### config.mk
export PLATFORM = sky130hd
export DESIGN_NAME = hilo_pipe
export DESIGN_NICKNAME = d
export VERILOG_FILES = /design/src/rtl/hilo_pipe_pkg.sv /design/src/rtl/hilo_fwd_mux.sv /design/src/rtl/hilo_pipe.sv
export SDC_FILE = /design/constraint.sdc
export NUM_CORES = 1
export LEC_CHECK = 0
export CAP_MARGIN = 10
export CORE_ASPECT_RATIO = 0.6
export CORE_UTILIZATION = 45
export DETAILED_ROUTE_END_ITERATION = 10
export PLACE_DENSITY = 0.8
export SLEW_MARGIN = 0
export SYNTH_ARGS = -nofsm -noshare
export SYNTH_HDL_FRONTEND = slang
export SYNTH_SLANG_ARGS = --single-unit
### constraint.sdc
create_clock -name clk -period 6.9 [get_ports clk]
set_input_delay 1.035 -clock clk [delete_from_list [all_inputs] [get_ports clk]]
set_output_delay 1.035 -clock clk [all_outputs]
set_load 0.05 [all_outputs]
### src/rtl/hilo_pipe_pkg.sv
// Shared definitions for the HI/LO staging block: the machine word and the
// per-slot pending-write record carried through the MEM and WB slots.
package hilo_pipe_pkg;

  localparam int WORD_W = 32;

  typedef logic [WORD_W-1:0] word_t;

  // One pending HI/LO write. Enables already include instruction validity,
  // so an empty slot is simply hw=lw=0 with don't-care data.
  typedef struct packed {
    logic  hw;
    logic  lw;
    word_t hd;
    word_t ld;
  } hilo_slot_t;

  localparam hilo_slot_t SLOT_EMPTY = '{hw: 1'b0, lw: 1'b0, hd: '0, ld: '0};

endpackage

### src/rtl/hilo_fwd_mux.sv
// Three-source priority select used to forward one of HI or LO to EX:
// the youngest pending write (M) wins, then W, then the committed value.
module hilo_fwd_mux
  import hilo_pipe_pkg::*;
(
  input  logic  i_m_en,
  input  word_t i_m_data,
  input  logic  i_w_en,
  input  word_t i_w_data,
  input  word_t i_arch,
  output word_t o_data
);

  // Youngest-first priority: M over W over architectural state.
  always_comb begin
    o_data = i_arch;
    if (i_m_en) begin
      o_data = i_m_data;
    end else if (i_w_en) begin
      o_data = i_w_data;
    end
  end

endmodule

### src/rtl/hilo_pipe.sv
// Staged HI/LO register block. Captures ALU hi/lo write requests from EX,
// carries them through the M and W slots, commits them to HI/LO at
// writeback, and forwards the youngest pending value back to EX.
module hilo_pipe
  import hilo_pipe_pkg::*;
(
  input  logic  clk,
  input  logic  reset,
  input  logic  stall,
  input  logic  flush,
  input  logic  ex_valid,
  input  logic  ex_hi_write,
  input  logic  ex_lo_write,
  input  word_t ex_hi_data,
  input  word_t ex_lo_data,
  output word_t hi_rd,
  output word_t lo_rd,
  output word_t hi_arch,
  output word_t lo_arch
);

  hilo_slot_t r_m;
  hilo_slot_t r_w;
  word_t      r_hi_arch;
  word_t      r_lo_arch;
  hilo_slot_t w_cap;
  logic       w_advance;

  // EX request with validity folded into the enables.
  assign w_cap = '{hw: ex_hi_write & ex_valid,
                   lw: ex_lo_write & ex_valid,
                   hd: ex_hi_data,
                   ld: ex_lo_data};

  // W commits on a normal cycle and on a flush (W is older than the
  // excepting instruction); only a stall without flush defers it.
  assign w_advance = flush | ~stall;

  // Architectural HI/LO: commit the W slot when the pipe advances.
  always_ff @(posedge clk or posedge reset) begin
    if (reset) begin
      r_hi_arch <= '0;
      r_lo_arch <= '0;
    end else if (w_advance) begin
      if (r_w.hw) r_hi_arch <= r_w.hd;
      if (r_w.lw) r_lo_arch <= r_w.ld;
    end
  end

  // Slot shift: flush empties both slots and drops the capture; stall
  // holds both slots (EX re-presents its instruction later).
  always_ff @(posedge clk or posedge reset) begin
    if (reset) begin
      r_m <= SLOT_EMPTY;
      r_w <= SLOT_EMPTY;
    end else if (flush) begin
      r_m <= SLOT_EMPTY;
      r_w <= SLOT_EMPTY;
    end else if (!stall) begin
      r_w <= r_m;
      r_m <= w_cap;
    end
  end

  // HI and LO forwarding resolve independently; EX capture is never
  // forwarded to itself.
  hilo_fwd_mux u_fwd_hi (
    .i_m_en   (r_m.hw),
    .i_m_data (r_m.hd),
    .i_w_en   (r_w.hw),
    .i_w_data (r_w.hd),
    .i_arch   (r_hi_arch),
    .o_data   (hi_rd)
  );

  hilo_fwd_mux u_fwd_lo (
    .i_m_en   (r_m.lw),
    .i_m_data (r_m.ld),
    .i_w_en   (r_w.lw),
    .i_w_data (r_w.ld),
    .i_arch   (r_lo_arch),
    .o_data   (lo_rd)
  );

  assign hi_arch = r_hi_arch;
  assign lo_arch = r_lo_arch;

endmodule

==> impl_metrics.yaml, run 1 <==
clock_network:
  post_cts_buffers: 0
  clock_buffer_count_from_cts: 17
  htreeDepth: 4
  cts_num_sinks: 196
  clockBufferDepth: 2
  cts.clk_slew.worst_paths_ns: 0.07
  cts_tree: "yes"
  post_cts.resized_instances: 0
  cts_hold_buf: 0
  clk-insertion-delay-late_ns: 0.43
  root_buffer_master: "clkbuf_16"
synth:
  synth_nets: 851
  mean_cell_area_of_the_mapped_netlist_sq_um: 11.9
  synth.yosys.warnings: 0
  yosys.area.top_type_share: 0.531
  postSynthRegisterBits: 196
  cells_after_synth: 780
  netlist_top_cells_area: "dfrtp_1 53%, mux2i_1 21%, mux2_4 9.7%"
  synth_top_area_cell: "dfrtp_1"
  sequential_fraction_of_the_synthesis_area: 0.531
  netlist-cell-type-count: 17
  synth_area_sq_um: 9250
sta:
  finalHoldViolCount: 0
  fmaxAchievable_ghz: 0.244
  relSlewSlack: 0.224
  tightestPinTransition_ns: 1.16
  grt_setup_unrepaired: "no"
  setup_viol: 0
  skew_ns: 0.00965
  finalWorstPathRequiredPeriod_ns: 4.10
  setup_tns_ns: 0
  finalWorstSetupSlack_ns: 2.80
  post-route-period-util: 0.594
  timing_max_transition_violations_final: 0
layout:
  drive_above_1_share: 0.116
  final_net_count: 1015
  areaGrowthSynthToFinish_pct: 28.4
worst_setup_path:
  critical_path.max_stage_delay_ns: 1.13
  worstReg2RegStart: "r_w[65]"
  critical_path_buf_inv_count: 1
  cp_top_family: "flip-flops"
  ff2ff_path_depth: 2
  crit_path_top_delay_cell: "dfrtp_2"
  worst_setup_path_start_kind: "flop"
  endpoint_of_the_worst_slack_reg_to_reg_timing_path: "hi_arch[23]"
  cp_data_arrival_time_ns: 3.06
  path_max_fanout: 34
  critical_path_capture_point_type: "output pin"
  critical_path_class: "reg -> out"
  critical_path_required_ns: 5.86
  critical_path.cell_chain: "mux2i_1 > o21ai_0 > clkdlybuf4s50_1"
  reg2reg_slack_ns: 4.44
power_and_ir_drop:
  leakagePower_nw: 5.50
  sum_of_internal_switching_and_leakage_power_mw: 2.73
  power.density_cell_area_nw_per_um2: 230
  ir_drop_uv: 164
grt:
  initial_antenna_violation_count: 1
  grt_usage: 0.211
  wire_length_of_the_first_global_routing_pass_mm: 34.8
  grt_max_degree: 78
  grt_overflow: 0
  first_global_vias: 6360
detailed_routing:
  postRouteWirelength_mm: 21.2
  route.detailed.drc: 0
  detailedRoute.firstPassIterationCount: 4
  met3RoutedLength_mm: 1.22
  routed_wire_length_per_instance_microns: 17.3
  routed.top_layer: "met4"
  met1_length_mm: 10.8
  route.met2.wl_mm: 9.00
  ant_nets: 0
  dr_total_vias: 6347
  drt_iter0_markers: 350
  avgViaCountPerCell: 5.16
worst_hold_path:
  worst_min_path_class: "reg -> reg"
  timing.hold.worst_endpoint: "hi_arch[18]"
  timing.hold.worst_path_depth: 1
  holdCritStartpoint: "r_w[50]"
place:
  globalplace.congestion: 0.771
  place_hpwl_mm: 13.4
  port_buffers: 198
  pre_cts_ws_ns: 3.28
floorplan:
  design.core.area_sq_um: 20100
  num_rows: 40
  die_w_microns: 187
  design.die.area_sq_um: 21100
  top_level_ports: 199
  floorplan.die.height_microns: 113
  floorplan.initialDensity: 0.461
job:
  timing.max_cap.violations: 0
outcome:
  run_status: "complete, no violations"
where the power goes:
group	internal, mW	switching, mW	leakage, nW	total [mW]
Clock	0.520	0.462	0.279	0.982
Sequential	1.20	0.0593	2.66	1.26
Combinational	0.193	0.290	2.56	0.483
sequential cells by signal (all words and copies together), names as in the netlist:
name,cells
lo_arch,32
r_w,66
r_m,66
hi_arch,32
metal layers:
metal  vias up  track usage
met3        16       0.0568
li1       2983            -
met5         -            0
met2       187        0.309
met4         0       0.0497
met1      3161        0.310
how the worst max path moves through the flow:
stage                  from    endpoint  depth (start not counted)
CTS                 r_w[65]   hi_rd[29]                          3
global placement    r_w[65]   hi_rd[29]                          3
floorplan             reset  hi_arch[0]                          1
global route        r_w[65]   hi_rd[29]                          3
finish              r_w[65]   hi_rd[29]                          3
detailed placement  r_w[65]   hi_rd[29]                          3
synth_stat cells, drive strengths merged:
cell	n
nor2	130
nand2b	1
o21ai	64
mux2	64
inv	1
nand2	68
nand3b	2
clkbuf	27
a21oi	2
dfrtp	196
mux2i	194
buf	31
cell usage in the layout (no fill, tap or decap), drive strengths merged:
master,instances
clkinvlp,3
nand2,68
clkbuf,18
nand3b,2
dfrtp,196
buf,7
a21oi,2
nor2,130
inv,7
bufinv,1
diode,1
nand2b,1
clkdlybuf4s50,196
o21ai,64
mux2,64
clkinv,4
mux2i,194
worst register-to-register path, cell delays in order (launching register included):
cell and delay [ns]:
dfrtp_2 1.13, nand2_4 0.68, mux2_4 0.53
kinds of logic (layout without fill, tap and decap cells):
logic type	after synthesis	count (layout)	synth area share
muxes	258	258	0.312
and+or+nand+nor	201	201	0.0851
DFF	196	196	0.531
AOI/OAI and AO/OA	66	66	0.0357
buffers and inverters	59	236	0.0363
other	0	1	0
final cells by class:
cell class	count	area (sq um)
Fill cell	1599	8200
Sequential cell	196	4910
Multi-Input combinational cell	525	4010
Timing Repair Buffer	203	2020
Clock buffer	18	439
Tap cell	273	342
Clock inverter	14	144
Inverter	1	11.3
Antenna cell	1	2.50
metrics by stage:
stage	instances	cell area, sq um	hold WS (ns)	util
6_report	1231	11900	0.529	0.592
3_3_place_gp	1198	11300	0.512	0.562
5_1_grt	1231	11900	0.548	0.592
4_1_cts	1230	11900	0.534	0.591
3_5_place_dp	1198	11300	0.521	0.562
2_1_floorplan	780	9250	0.503	-
No activity file was read; power rests on OpenSTA's default activity.
==> run 2: changes to the inputs <==
Clock period 6.9 ns to 4.3 ns, I/O delays scaled along.
==> impl_metrics.yaml, run 2 (synthesis results as in run 1) <==
layout:
  layout_commonest_cell: "clkdlybuf4s50_1"
  area.sequential_sq_um: 4910
  final_net_count: 1022
  drive_above_1_share: 0.120
  layout.cells.most_common_list: "196 x clkdlybuf4s50_1, 194 x mux2i_1, 192 x dfrtp_1"
  areaGrowthSynthToFinish_pct: 29.4
  multi_input_area_sq_um: 4010
  post-route-cell-area_sq_um: 12000
  stdcell_count: 1237
  num_antenna_cells: 0
  number_of_filler_instances_in_the_final_layout: 1643
  reg_top3: "r_m: 66 flops, r_w: 66 flops"
sta:
  setup_tns_ns: 0
  relSlewSlack: 0.311
  fmaxAchievable_ghz: 0.292
  setup_viol: 0
  finalWorstSetupSlack_ns: 0.873
  timing_max_transition_violations_final: 0
  grt_setup_unrepaired: "no"
  post-route-period-util: 0.797
  finalHoldViolCount: 0
  finalWorstPathRequiredPeriod_ns: 3.43
  skew_ns: 0.0164
  tightestPinTransition_ns: 1.03
floorplan:
  top_level_ports: 199
  design.die.area_sq_um: 21100
  floorplan.die.height_microns: 113
  die_w_microns: 187
  num_rows: 40
  floorplan.initialDensity: 0.461
  design.core.area_sq_um: 20100
power_and_ir_drop:
  power.share.sequential: 0.460
  ir_drop_uv: 275
  power.switching_fraction: 0.289
  p_sw_mw: 1.27
  clockPowerShare: 0.360
  leakagePower_nw: 5.54
  internal_power_mw: 3.12
  share_comb_of_total_power: 0.179
  power.density_cell_area_nw_per_um2: 367
place:
  port_buffers: 198
  place_hpwl_mm: 13.7
  pre_cts_ws_ns: 1.32
  globalplace.congestion: 0.799
  numPlacedInstances: 1205
  dpl-instance-area_sq_um: 11400
worst_setup_path:
  crit_path_top_delay_cell: "dfrtp_2"
  critical_path.max_stage_delay_ns: 0.87
  critical_path_class: "reg -> out"
  cp_top_family: "buffers and inverters"
  worst_setup_path_start_kind: "flop"
  critical_path_capture_point_type: "output pin"
  path_max_fanout: 23
  critical_path_required_ns: 3.65
  critical_path.cell_chain: "buf_4 > mux2i_1 > o21ai_0 > clkdlybuf4s50_1"
  critical_path_buf_inv_count: 2
  cp_data_arrival_time_ns: 2.78
clock_network:
  htreeDepth: 4
  clk-insertion-delay-late_ns: 0.44
  cts_num_sinks: 196
  clock_buffer_count_from_cts: 17
  clockBufferDepth: 2
  cts_hold_buf: 0
  post_cts_buffers: 0
  post_cts.resized_instances: 0
  cts_tree: "yes"
  root_buffer_master: "clkbuf_16"
  cts.clk_slew.worst_paths_ns: 0.08
detailed_routing:
  route.detailed.drc: 0
  avgViaCountPerCell: 5.17
  routed_wire_length_per_instance_microns: 17.3
  ant_nets: 0
  postRouteWirelength_mm: 21.4
  drt_iter0_markers: 453
  detailedRoute.firstPassIterationCount: 4
  dr_total_vias: 6390
grt:
  initial_antenna_violation_count: 0
  grt_overflow: 0
  first_global_vias: 6299
  grt_max_degree: 82
  wire_length_of_the_first_global_routing_pass_mm: 34.7
  grt_usage: 0.211
worst_hold_path:
  worst_min_path_class: "reg -> reg"
job:
  timing.max_cap.violations: 0
outcome:
  run_status: "complete, no violations"
-- run 2: routing by layer --
layer  vias up  global-route usage  wire (microns)
met5         -                   0               0
met3        13              0.0608            1480
li1       2993                   -               -
met2       206               0.301            9070
met4         0              0.0530             161
met1      3178               0.315           10700
-- run 2: power by group through the flow --
stage               sequential, mW  combinational, mW  clock [mW]
global route                  2.03              0.834        1.68
floorplan                     2.14              0.416           0
global placement              2.05              0.784           0
CTS                           2.02              0.796        1.61
finish                        2.02              0.788        1.58
detailed placement            2.05              0.793           0
-- run 2: cell type report --
type | count | share of cell area
Sequential cell | 196 | 0.410
Clock buffer | 20 | 0.0373
Inverter | 1 | 0.000628
Timing Repair Buffer | 210 | 0.177
Tap cell | 273 | 0.0286
Clock inverter | 12 | 0.0110
Multi-Input combinational cell | 525 | 0.335
-- run 2: path summary, 6_finish.rpt --
kind                          from     endpoint  slack (ns)  cells past startpoint
max reg2reg                r_w[65]  hi_arch[23]        2.21                      2
min                        r_w[11]  lo_arch[11]        0.52                      1
min reg2reg                r_w[11]  lo_arch[11]        0.52                      1
max in group asynchronous    reset      r_m[56]        2.76                      3
min in group asynchronous    reset  lo_arch[26]        0.75                      2
max                        r_w[65]    hi_rd[21]        0.87                      4
-- run 2: metrics by stage --
step | total power, mW | hold slack, ns | util
final | 4.39 | 0.517 | 0.596
after detailed placement | 2.84 | 0.517 | 0.567
after floorplan | 2.56 | 0.503 | -
after global routing | 4.55 | 0.538 | 0.596
after global placement | 2.83 | 0.514 | 0.567
after CTS | 4.43 | 0.526 | 0.596
-- run 2: worst register-to-register path: cells and delay by family, from the launching register on --
| family | cells | cell delay [ns] |
|---|---|---|
| flip-flops | 1 | 0.87 |
| multiplexers | 1 | 0.49 |
| AND/OR/NAND/NOR | 1 | 0.61 |
